**config.mk**
```make
export PLATFORM = sky130hd
export DESIGN_NAME = psg_multi
export DESIGN_NICKNAME = d
export VERILOG_FILES = /design/src/rtl/psg_pkg.sv /design/src/rtl/psg_tone_ch.sv /design/src/rtl/psg_multi.sv
export SDC_FILE = /design/constraint.sdc
export NUM_CORES = 1
export LEC_CHECK = 0
export ABC_AREA = 1
export BUFFER_PORTS_ARGS = -buffer_cell sky130_fd_sc_hd__buf_2
export CORE_ASPECT_RATIO = 1.75
export CORE_MARGIN = 2
export CORE_UTILIZATION = 49
export DETAILED_ROUTE_END_ITERATION = 16
export PLACE_DENSITY_LB_ADDON = 0.1
export RECOVER_POWER = 100
export SYNTH_ARGS = -nofsm -noshare
export SYNTH_HDL_FRONTEND = slang
export SYNTH_SLANG_ARGS = --single-unit
```
**constraint.sdc**
```tcl
create_clock -name CLK -period 6.8 [get_ports CLK]
set_clock_uncertainty 0.1 [all_clocks]
set_input_delay 1.36 -clock CLK [delete_from_list [all_inputs] [get_ports CLK]]
set_output_delay 1.36 -clock CLK [all_outputs]
set_load 0.05 [all_outputs]
```
**src/rtl/psg_pkg.sv**
```systemverilog
// Shared definitions for the multi-channel PSG: bus cycle encoding,
// register offsets within a channel block, control bit positions and LFSR setup.
package psg_pkg;

    typedef enum logic [1:0] {
        IDLE  = 2'b00,
        READ  = 2'b01,
        WRITE = 2'b10,
        ADDR  = 2'b11
    } bus_cycle_t;

    localparam logic [1:0] OFS_PER_LO = 2'd0;
    localparam logic [1:0] OFS_PER_HI = 2'd1;
    localparam logic [1:0] OFS_VOL    = 2'd2;
    localparam logic [1:0] OFS_CTRL   = 2'd3;

    localparam int CTRL_TONE  = 0;
    localparam int CTRL_NOISE = 1;
    localparam int CTRL_PAN_L = 2;
    localparam int CTRL_PAN_R = 3;

    localparam int              LFSR_W    = 17;
    localparam logic [LFSR_W-1:0] LFSR_SEED = 17'h00001;

endpackage

```
**src/rtl/psg_tone_ch.sv**
```systemverilog
// One tone channel: period counter and square bit advanced on prescaler ticks,
// plus the tone/noise gate that turns the channel volume into its output level.
module psg_tone_ch #(
    parameter int TONE_W = 12
) (
    input  logic              clk,
    input  logic              reset,
    input  logic              tick,
    input  logic [TONE_W-1:0] period,
    input  logic [3:0]        volume,
    input  logic              tone_en,
    input  logic              noise_en,
    input  logic              noise_out,
    output logic [3:0]        level
);

    logic [TONE_W-1:0] cnt;
    logic [TONE_W-1:0] limit;
    logic              square;
    logic              gate;

    // Period 0 behaves as 1; the >= compare also catches a period lowered below cnt.
    assign limit = (period == '0) ? '0 : period - TONE_W'(1);

    always_ff @(posedge clk) begin
        if (reset) begin
            cnt    <= '0;
            square <= 1'b0;
        end else if (tick) begin
            if (cnt >= limit) begin
                cnt    <= '0;
                square <= ~square;
            end else begin
                cnt <= cnt + TONE_W'(1);
            end
        end
    end

    assign gate  = (square | ~tone_en) & (noise_out | ~noise_en);
    assign level = gate ? volume : 4'd0;

endmodule

```
**src/rtl/psg_multi.sv**
```systemverilog
// Multi-channel PSG top: bus register file, prescaler, noise LFSR and stereo mixer.
// Define PSG_MULTI_NOISE_EN to build the noise generator; otherwise noise_out is tied high.
module psg_multi
    import psg_pkg::*;
#(
    parameter int NUM_CH = 3,
    parameter int TONE_W = 12,
    parameter int OUT_W  = 4 + $clog2(NUM_CH + 1)
) (
    input  logic              CLK,
    input  logic              RESET,
    input  logic              CE,
    input  logic              BDIR,
    input  logic              BC,
    input  logic [7:0]        DI,
    output logic [7:0]        DO,
    output logic [OUT_W-1:0]  LEFT,
    output logic [OUT_W-1:0]  RIGHT,
    output logic [NUM_CH-1:0] ACTIVE
);

    bus_cycle_t cyc;
    logic [5:0] addr;
    logic [3:0] addr_ch;
    logic [1:0] addr_ofs;
    logic [7:0] rd_data;

    logic [TONE_W-1:0] period [NUM_CH];
    logic [3:0]        volume [NUM_CH];
    logic [3:0]        ctrl   [NUM_CH];
    logic [3:0]        level  [NUM_CH];

    logic [2:0] presc;
    logic       tick;
    logic       noise_out;

    logic [OUT_W-1:0]  sum_l;
    logic [OUT_W-1:0]  sum_r;
    logic [NUM_CH-1:0] act;

    assign cyc      = bus_cycle_t'({BDIR, BC});
    assign addr_ch  = addr[5:2];
    assign addr_ofs = addr[1:0];

    always_ff @(posedge CLK) begin
        if (RESET) begin
            addr <= '0;
            for (int i = 0; i < NUM_CH; i++) begin
                period[i] <= '0;
                volume[i] <= '0;
                ctrl[i]   <= '0;
            end
        end else begin
            if (cyc == ADDR)
                addr <= DI[5:0];
            for (int i = 0; i < NUM_CH; i++) begin
                if (cyc == WRITE && addr_ch == 4'(i)) begin
                    case (addr_ofs)
                        OFS_PER_LO: period[i][7:0]        <= DI;
                        OFS_PER_HI: period[i][TONE_W-1:8] <= DI[TONE_W-9:0];
                        OFS_VOL:    volume[i]             <= DI[3:0];
                        default:    ctrl[i]               <= DI[3:0];
                    endcase
                end
            end
        end
    end

`ifdef PSG_MULTI_NOISE_EN
    localparam logic [5:0] NOISE_ADDR = 6'(4 * NUM_CH);

    logic [4:0]        noise_per;
    logic [4:0]        noise_cnt;
    logic [4:0]        noise_lim;
    logic [LFSR_W-1:0] lfsr;

    assign noise_lim = (noise_per == '0) ? '0 : noise_per - 5'd1;

    always_ff @(posedge CLK) begin
        if (RESET) begin
            noise_per <= '0;
            noise_cnt <= '0;
            lfsr      <= LFSR_SEED;
        end else begin
            if (cyc == WRITE && addr == NOISE_ADDR)
                noise_per <= DI[4:0];
            if (tick) begin
                if (noise_cnt >= noise_lim) begin
                    noise_cnt <= '0;
                    lfsr      <= {lfsr[0] ^ lfsr[3], lfsr[LFSR_W-1:1]};
                end else begin
                    noise_cnt <= noise_cnt + 5'd1;
                end
            end
        end
    end

    assign noise_out = lfsr[0];
`else
    assign noise_out = 1'b1;
`endif

    // Channel index match implies the address lies inside the channel blocks.
    always_comb begin
        rd_data = 8'h00;
        for (int i = 0; i < NUM_CH; i++) begin
            if (addr_ch == 4'(i)) begin
                case (addr_ofs)
                    OFS_PER_LO: rd_data = period[i][7:0];
                    OFS_PER_HI: rd_data = 8'(period[i][TONE_W-1:8]);
                    OFS_VOL:    rd_data = 8'(volume[i]);
                    default:    rd_data = 8'(ctrl[i]);
                endcase
            end
        end
`ifdef PSG_MULTI_NOISE_EN
        if (addr == NOISE_ADDR)
            rd_data = 8'(noise_per);
`endif
    end

    always_ff @(posedge CLK) begin
        if (RESET)
            DO <= 8'h00;
        else if (cyc == READ)
            DO <= rd_data;
    end

    assign tick = CE & (presc == 3'd7);

    always_ff @(posedge CLK) begin
        if (RESET)
            presc <= '0;
        else if (CE)
            presc <= presc + 3'd1;
    end

    for (genvar g = 0; g < NUM_CH; g++) begin : g_ch
        psg_tone_ch #(
            .TONE_W (TONE_W)
        ) u_ch (
            .clk       (CLK),
            .reset     (RESET),
            .tick      (tick),
            .period    (period[g]),
            .volume    (volume[g]),
            .tone_en   (ctrl[g][CTRL_TONE]),
            .noise_en  (ctrl[g][CTRL_NOISE]),
            .noise_out (noise_out),
            .level     (level[g])
        );
    end

    always_comb begin
        sum_l = '0;
        sum_r = '0;
        act   = '0;
        for (int i = 0; i < NUM_CH; i++) begin
            if (ctrl[i][CTRL_PAN_L])
                sum_l = sum_l + OUT_W'(level[i]);
            if (ctrl[i][CTRL_PAN_R])
                sum_r = sum_r + OUT_W'(level[i]);
            act[i] = (level[i] != 4'd0);
        end
    end

    always_ff @(posedge CLK) begin
        if (RESET) begin
            LEFT   <= '0;
            RIGHT  <= '0;
            ACTIVE <= '0;
        end else if (CE) begin
            LEFT   <= sum_l;
            RIGHT  <= sum_r;
            ACTIVE <= act;
        end
    end

endmodule
```
==> impl_metrics.yaml, run 1 <==
run_status:
  run_status: "complete, no violations"
timing:
  drv_slew: 0
  fmax_mhz: 250
  setup_tns_ns: 0
  layout_min_cycle_time_ns: 4.00
  final.period_utilization_pct: 58.8
  relSlewSlack_pct: 6.93
  worst_pin_slew_ns: 1.40
  rsz0062_at_grt: "false"
  finalSetupViolations: 0
  hold_viol_final: 0
cells_and_area:
  insertedDiodeCount: 0
  fillers: 1658
  final_common_cell: "nand2_1"
  final_cells: 1371
  nets: 1214
  drive_gt1_share_pct: 6.19
  area_delta_synth_final_pct: 10.7
  layout_common_cells: "273 x nand2_1, 165 x nor2_1, 143 x inv_1"
yosys:
  synth.net_count: 1180
  syn_inst: 1100
  synth_compound_area_share_pct: 9.61
  syn_area_um2: 8280
  yosys.cell_types.count: 47
  yosys_warnings: 0
  async_flop_share_pct: 0
  synth.mux.area_fraction_pct: 0
  synth-seq-cells: 131
  yosysTopAreaCellShare_pct: 21.8
  synthXorXnorAreaFrac_pct: 3.70
  synth_fa_ha_area_share_pct: 10.5
  synth.yosys.seq_area_share_pct: 38.9
  syn_area_per_cell_um2: 7.53
  yosys.area_share.simple_pct: 29.3
  synthTopCellsByArea: "edfxtp_1 22%, dfxtp_1 17%, nand2_1 12%, ha_1 9.5%, nor2_1 7.5%"
  synth_flop_cell: "dfxtp_1"
  yosysTopAreaCell: "edfxtp_1"
  synth_top_family_by_area: "simple AND/OR/NAND/NOR gates"
  synth-edff-count: 60
critical_path:
  path_cells: "clkbuf_1 -> inv_1 -> o21ai_0"
  critPathRequiredTime_ns: 6.75
  cp_max_fo: 34
  cp.buffers_inverters: 2
  critPathTopFamily: "buffers and inverters"
  crit_path_end_kind: "register"
  worst_setup_path_start_kind: "input port"
  slowest_delay_ns: 0.99
  cp_slowest_cell: "clkbuf_1"
  path_class: "input port to register"
  r2r_start: "ctrl[0][0]"
  critPathArrivalTime_ns: 3.95
  r2r-end: "LEFT[4]"
  r2r_slack_ns: 3.61
  r2r_cells: 17
worst_hold_path:
  hold_depth: 2
  min_path_type: "register to register"
  min_to: "LEFT[5]"
  hp-start: "LEFT[5]"
cts:
  post-cts-setup-buffers: 0
  cts.repair.resized: 0
  clock_path_buffers: 2
  clk_latency_ns: 0.42
  cts_inserted_buffers: 17
  hold_buffers: 0
  cts_tree: "yes"
  clkSinkCount: 131
  clk_pin_slew_worst_paths_ns: 0.06
  root_buffer: "clkbuf_16"
  htree_levels: 4
route:
  drc_errors: 0
  num_vias: 7132
  wl_per_cell_um: 15.5
  dr.first_iter.drc_count: 455
  first_pass_iters: 5
  wirelength_um: 21200
  drt-vias-per-instance: 5.20
  ant_nets: 0
floorplan:
  dieArea_um2: 18000
  ios: 36
  rows: 62
  start_util_pct: 50.3
  die_x_um: 102
  die_h_um: 176
  fp.coreArea_um2: 16400
power:
  powerDensity_nw_per_um2: 221
  leakagePower_nw: 4.23
  p_total_mw: 2.03
  peakVddDrop_uv: 227
global_route:
  grt_pass1_wl_um: 34900
  grt_usage_pct: 25.6
  grt_max_degree: 35
  antenna_found_initial: 0
  grt_pass1_vias: 7102
  grt_remaining_overflow: 0
job:
  drv_cap: 0
placed_design:
  dp_hpwl_um: 17000
  dp_cells: 1339
  place.gp.congestion: 0.962
  io_buffers: 35
## report_power, final
group          switching [mW]  total, mW  internal [mW]  leakage [nW]
Clock                   0.355      0.905          0.549         0.273
Sequential             0.0302      0.884          0.854          1.20
Combinational           0.168      0.240         0.0718          2.76
## worst max-delay path by stage
stage                from            to  slack (ns)  cells past startpoint
2_1_floorplan        BDIR  period[1][0]        3.78                      6
3_3_place_gp         BDIR  period[1][6]        3.44                      7
3_5_place_dp           BC  period[1][7]        3.39                      6
4_1_cts        ctrl[0][0]       LEFT[4]        3.64                     17
5_1_grt             RESET  period[0][2]        2.58                      3
6_report            RESET  period[1][2]        2.80                      3
## cells in the mapped netlist, drive strengths merged (5+ instances only)
cell type    n
nor3        10
ha          63
dfxtp       71
o211ai       9
nor2       176
nand2      275
o221ai       5
xor2        27
o21ai       53
a31oi        6
nand3       62
clkbuf       9
or2         10
inv        146
edfxtp      60
xnor2        8
nand4       23
a21oi       47
buf         11
## metal layers
layer  vias up  track usage [%]  part of all wire, %
met5         -                0                    0
met4         0             14.9                  6.1
met3        68             4.75                  2.9
met2       133             46.8                   53
met1      3277             26.5                   38
li1       3654                -                    -
## tightest hold or removal path, cell delays in order, from the launching register on
cell     delay, ns
dfxtp_1       0.31
nand2_1       0.06
a21oi_1       0.06
## kinds of logic after synthesis
kind of cell	Yosys count
and+or+nand+nor	562
buffers and inverters	166
AOI/OAI and AO/OA	139
DFF	131
adders and majority gates	67
xor gates and xnor gates	35
## metrics by stage
stage	utilization, %	setup WS (ns)	hold WS, ns	instance area [µm²]
global placement	52.4	3.44	0.360	8630
CTS	56.0	3.64	0.373	9200
detailed placement	52.4	3.39	0.364	8630
global route	55.7	2.58	0.397	9170
floorplan	-	3.78	0.362	8280
finish	55.7	2.80	0.368	9170
## registers in the layout (all words and copies together), names as in the netlist, 6 cells and up
signal / cells
g_ch.u_ch.cnt: 36
period: 36
ctrl: 12
volume: 12
DO: 8
LEFT: 6
RIGHT: 6
addr: 6
## cell type report
type	count	area, µm²	area share (%)
well taps	224	280	3.06
clock buffers	20	447	4.87
clock inverters	12	130	1.42
repair buffers	35	144	1.57
multi-input cells	803	4390	47.9
flip-flops and latches	131	3220	35.2
inverters	146	548	5.98
Note: power is estimated with default switching activity, not from simulation.
==> run 2: changes to the inputs <==
Settings changed: ABC_AREA 1 to 0.
Clock period 6.8 ns to 4.16 ns, I/O delays scaled along.
==> run 2 against run 1 <==
Net effect: the flow now finishes with violations (capacitance limit, slew limit); sequential power up 65%; first-iteration DRC count down 31%; worst setup slack worse by 2.3 ns; die area down 2.5%; non-clock buffer count up 8; critical path type is now register to register; final area down 2.5%.
==> impl_metrics.yaml, run 2 <==
yosys:
  synth_top_family_by_area: "simple AND/OR/NAND/NOR gates"
  synth.net_count: 914
  synth_fa_ha_area_share_pct: 10.8
  synth_commonest_cells: "93 x nand2_1, 71 x dfxtp_1, 63 x ha_1"
  yosysMostFrequentCell: "nand2_1"
  yosys.cell_types.count: 53
  yosys.area_share.simple_pct: 20.3
  synth_flop_cell: "dfxtp_1"
  async_flop_share_pct: 0
  synth-edff-count: 60
  yosysTopAreaCell: "edfxtp_1"
  synthTopCellsByArea: "edfxtp_1 22%, dfxtp_1 18%, ha_1 9.8%, nand2_1 4.3%, xnor2_1 4.0%"
  syn_area_per_cell_um2: 9.66
  synth.mux.area_fraction_pct: 5.70
  syn_area_um2: 8060
  syn_inst: 834
  synthXorXnorAreaFrac_pct: 6.95
  synth_compound_area_share_pct: 13.3
  yosysTopAreaCellShare_pct: 22.4
  yosys_warnings: 0
  synth.yosys.seq_area_share_pct: 40.0
  synth-seq-cells: 131
cells_and_area:
  final_common_cell: "nand2_1"
  layout_common_cells: "93 x nand2_1, 71 x dfxtp_1, 63 x ha_1"
  design_area_um2: 8930
  post-route-util_pct: 54.8
  largestRegisters: "g_ch.u_ch.cnt (36), period (36)"
  area_delta_synth_final_pct: 10.8
  fillers: 1473
  nets: 940
  drive_gt1_share_pct: 7.67
  insertedDiodeCount: 0
route:
  dr.first_iter.drc_count: 313
  wirelength_um: 20800
  drt-vias-per-instance: 6.07
  ant_nets: 0
  drc_errors: 0
  num_vias: 6461
  wl_per_cell_um: 19.5
  first_pass_iters: 5
cts:
  htree_levels: 4
  clock_path_buffers: 2
  clk_pin_slew_worst_paths_ns: 0.07
  root_buffer: "clkbuf_16"
  clk_latency_ns: 0.43
  clkSinkCount: 131
  post-cts-setup-buffers: 0
  cts.repair.resized: 0
  cts_inserted_buffers: 17
  hold_buffers: 0
  cts_tree: "yes"
placed_design:
  dp_hpwl_um: 16000
  placed_cell_area_um2: 8390
  io_buffers: 35
  place.gp.congestion: 0.949
floorplan:
  fp.coreArea_um2: 16300
  die_h_um: 174
  rows: 62
  dieArea_um2: 17500
  start_util_pct: 49.5
  die_x_um: 101
  ios: 36
critical_path:
  slowest_delay_ns: 0.52
  critPathTopFamily: "compound AO/OA/AOI/OAI gates"
  critPathArrivalTime_ns: 3.89
  cp.depth: 10
  crit_path_end_kind: "register"
  cp_slowest_cell: "a41oi_1"
  path_class: "register to register"
  critPathMostFrequentCell: "a211oi_1"
  worst_setup_path_start_kind: "register"
  r2r_cells: 10
  r2r_slack_ns: 0.48
  cp_max_fo: 12
  critPathRequiredTime_ns: 4.37
  cp.buffers_inverters: 0
  path_cells: "or3_1 -> nor3_1 -> nand4b_1 -> nand2_1 -> ha_1 -> a211oi_1 -> o21ai_0 -> a41oi_1 -> o21ai_1 -> a211oi_1"
power:
  peakVddDrop_uv: 246
  leakagePower_nw: 3.40
  powerDensity_nw_per_um2: 373
  p_total_mw: 3.33
timing:
  holdWs_ns: 0.359
  fmax_mhz: 272
  rsz0062_at_grt: "false"
  finalSetupViolations: 0
  final.period_utilization_pct: 88.5
  worst_pin_slew_ns: 1.62
  drv_slew: 36
  hold_viol_final: 0
  setup_tns_ns: 0
  relSlewSlack_pct: -7.90
  layout_min_cycle_time_ns: 3.68
worst_hold_path:
  min_path_type: "register to register"
  hold_depth: 2
run_status:
  run_status: "finished with violations"
  violations: "capacitance limit, slew limit"
global_route:
  antenna_found_initial: 0
  grt_max_degree: 36
  grt_usage_pct: 24.6
  grt_pass1_vias: 6535
  grt_remaining_overflow: 0
  grt_pass1_wl_um: 33400
job:
  drv_cap: 1
## run 2: cell types whose count changed after synthesis, moves of 22 or more
cell | previous run | this run
nand2_1 | 271 | 93
nor2_1 | 165 | 46
inv_1 | 142 | 26
a211oi_1 | 0 | 35
nand3_1 | 60 | 31
xnor2_1 | 8 | 37
and2_1 | 3 | 31
o21ai_0 | 52 | 26
nand2b_1 | 0 | 22
## run 2: logic make-up (layout without fill, tap and decap cells)
family                   after synthesis  in the layout
flip-flops                           131            131
buffers and inverters                 62            101
adder cells (fa/ha/maj)               67             67
XOR/XNOR                              64             64
AO/OA/AOI/OAI                        164            164
multiplexers                          30             30
AND/OR/NAND/NOR                      316            316
## run 2: layer usage
| metal | GRT usage, % | vias up | share of wire, % |
|---|---|---|---|
| li1 | - | 3131 | - |
| met1 | 26.8 | 3130 | 39 |
| met2 | 44.7 | 153 | 54 |
| met3 | 3.31 | 47 | 2.9 |
| met4 | 13.3 | 0 | 5.0 |
| met5 | 0 | - | 0 |
## run 2: cell type report
type,count,area (µm²),area share (%)
Clock buffer,17,425,4.76
Clock inverter,15,163,1.82
Inverter,26,97.6,1.09
Multi-Input combinational cell,641,4600,51.4
Sequential cell,131,3220,36.1
Tap cell,192,240,2.69
Timing Repair Buffer,43,189,2.11
## run 2: path summary, 6_finish.rpt
path                      from             endpoint
setup reg to reg  period[0][8]  g_ch[0].u_ch.cnt[4]
hold / removal           DO[6]                DO[6]
setup / recovery  period[0][8]  g_ch[0].u_ch.cnt[4]
hold reg to reg          DO[6]                DO[6]
## run 2: power breakdown
| part | total [mW] | switching [mW] | leakage [nW] | internal [mW] |
|---|---|---|---|---|
| Combinational | 0.360 | 0.227 | 1.91 | 0.133 |
| Clock | 1.52 | 0.662 | 0.290 | 0.854 |
| Sequential | 1.46 | 0.0640 | 1.20 | 1.39 |
| Total | 3.33 | 0.953 | 3.40 | 2.38 |
## run 2: tightest hold or removal path, delay by kind of cell, from the launching register on
kind	cells	cell delay [ns]
flops	1	0.31
simple gates	1	0.05
compound gates	1	0.05
## run 2: through the flow
stage / worst slack, ns / instances
floorplan: 1.01 / 834
global placement: 0.705 / 1033
detailed placement: 0.539 / 1033
CTS: 0.507 / 1065
global route: 0.0376 / 1065
finish: 0.480 / 1065
==> run 3: changes to the inputs <==
Clock period 4.16 ns to 4.54 ns, I/O delays scaled along.
==> run 3 against run 2 <==
Net effect: the flow still finishes with violations (capacitance limit, slew limit); final cell count did not move; worst setup slack better by 0.0030 ns; fmax fell by 9.3%; combinational power decreased by 10%; register-to-register slack is essentially flat; sequential cell count stayed put; count of clock-buffer cells in the layout rose by 2; die area unchanged; largest power group unchanged.
==> impl_metrics.yaml, run 3 (synthesized netlist as in run 2, its figures left out) <==
run_status:
  run_status: "finished with violations"
  violations: "capacitance limit, slew limit"
timing:
  drv_slew: 72
  worst_pin_slew_ns: 1.65
  final.period_utilization_pct: 89.4
  fmax_mhz: 246
  setup_tns_ns: 0
  finalSetupViolations: 0
  relSlewSlack_pct: -10.3
  hold_viol_final: 0
  layout_min_cycle_time_ns: 4.06
  rsz0062_at_grt: "false"
floorplan:
  die_x_um: 101
  ios: 36
  fp.coreArea_um2: 16300
  dieArea_um2: 17500
  die_h_um: 174
  rows: 62
  start_util_pct: 49.5
global_route:
  antenna_found_initial: 0
  grt_remaining_overflow: 0
  grt_max_degree: 36
  grt_pass1_vias: 6361
  grt_usage_pct: 23.9
  grt_pass1_wl_um: 32500
cells_and_area:
  design_area_um2: 8890
  nets: 940
  drive_gt1_share_pct: 6.99
  insertedDiodeCount: 0
  area_delta_synth_final_pct: 10.3
  layout_common_cells: "93 x nand2_1, 71 x dfxtp_1, 63 x ha_1"
  final_common_cell: "nand2_1"
  post-route-util_pct: 54.6
  fillers: 1465
  largestRegisters: "g_ch.u_ch.cnt (36), period (36)"
job:
  drv_cap: 2
route:
  wl_per_cell_um: 19.2
  drc_errors: 0
  drt-vias-per-instance: 5.98
  wirelength_um: 20400
  ant_nets: 0
  first_pass_iters: 5
  dr.first_iter.drc_count: 268
  num_vias: 6374
cts:
  cts_inserted_buffers: 17
  post-cts-setup-buffers: 0
  root_buffer: "clkbuf_16"
  clock_path_buffers: 2
  cts_tree: "yes"
  hold_buffers: 0
  htree_levels: 4
  clk_latency_ns: 0.43
  clk_pin_slew_worst_paths_ns: 0.07
  clkSinkCount: 131
  cts.repair.resized: 0
critical_path:
  critPathRequiredTime_ns: 4.66
  critPathTopFamily: "simple AND/OR/NAND/NOR gates"
  slowest_delay_ns: 0.89
  critPathArrivalTime_ns: 4.18
  crit_path_end_kind: "register"
  path_class: "register to register"
  cp_max_fo: 9
  cp_slowest_cell: "o21ai_0"
  path_cells: "or4_1 -> or4_1 -> nor3b_1 -> xor2_1 -> nand2_1 -> ha_1 -> nand4_1 -> o21ai_0 -> a211oi_1"
  worst_setup_path_start_kind: "register"
  critPathMostFrequentCell: "or4_1"
  cp.buffers_inverters: 0
placed_design:
  dp_hpwl_um: 15900
  place.gp.congestion: 0.842
  io_buffers: 35
  placed_cell_area_um2: 8390
power:
  peakVddDrop_uv: 241
  powerDensity_nw_per_um2: 340
  leakagePower_nw: 3.38
worst_hold_path:
  min_path_type: "register to register"
run 3: cell count changes in the layout (fill, tap and decap cells not counted), moves of 2 or more:
cell	previous run	this run
or4_1	3	5
clkbuf_1	29	31
or4_4	2	0
clkinv_4	0	2
run 3: stage by stage:
step                cells  setup WS (ns)  hold WS [ns]  total power [mW]
global route         1065          0.211         0.380              3.13
CTS                  1065          0.742         0.352              3.05
floorplan             834           1.39         0.365              1.59
detailed placement   1033          0.774         0.344              1.69
finish               1065          0.483         0.349              3.02
global placement     1033           1.02         0.338              1.68
run 3: worst reg2reg max path, cell delays in order (launching register included):
cell and delay (ns):
edfxtp_1 0.45, or4_1 0.62, or4_1 0.48, nor3b_1 0.28, xor2_1 0.16, nand2_1 0.08, ha_1 0.34, nand4_1 0.27
o21ai_0 0.89, a211oi_1 0.20
run 3: final timing paths:
path | from | endpoint | cells after the start | slack, ns
max | period[2][3] | g_ch[2].u_ch.cnt[3] | 9 | 0.48
min | DO[6] | DO[6] | 2 | 0.35
max reg2reg | period[2][3] | g_ch[2].u_ch.cnt[3] | 9 | 0.48
min reg2reg | DO[6] | DO[6] | 2 | 0.35
run 3: final cells by class:
class / instances / area [µm²] / share of cell area (%)
clock buffer: 19 / 443 / 4.98
clock inverter: 13 / 136 / 1.53
inverter: 26 / 97.6 / 1.10
multi-input combinational: 641 / 4570 / 51.4
sequential: 131 / 3220 / 36.2
tap: 192 / 240 / 2.70
timing repair buffer: 43 / 185 / 2.08
run 3: per-layer routing:
layer,vias to the layer above,GRT usage [%],part of all wire (%)
li1,3139,-,-
met1,3043,26.8,39
met2,144,42.1,53
met3,48,4.07,3.1
met4,0,13.3,5.5
met5,-,0,0
run 3: where the power goes:
part / switching (mW) / total, mW / internal, mW / leakage [nW]
clock network: 0.576 / 1.36 / 0.789 / 0.289
registers: 0.0575 / 1.34 / 1.28 / 1.20
logic: 0.205 / 0.324 / 0.119 / 1.89
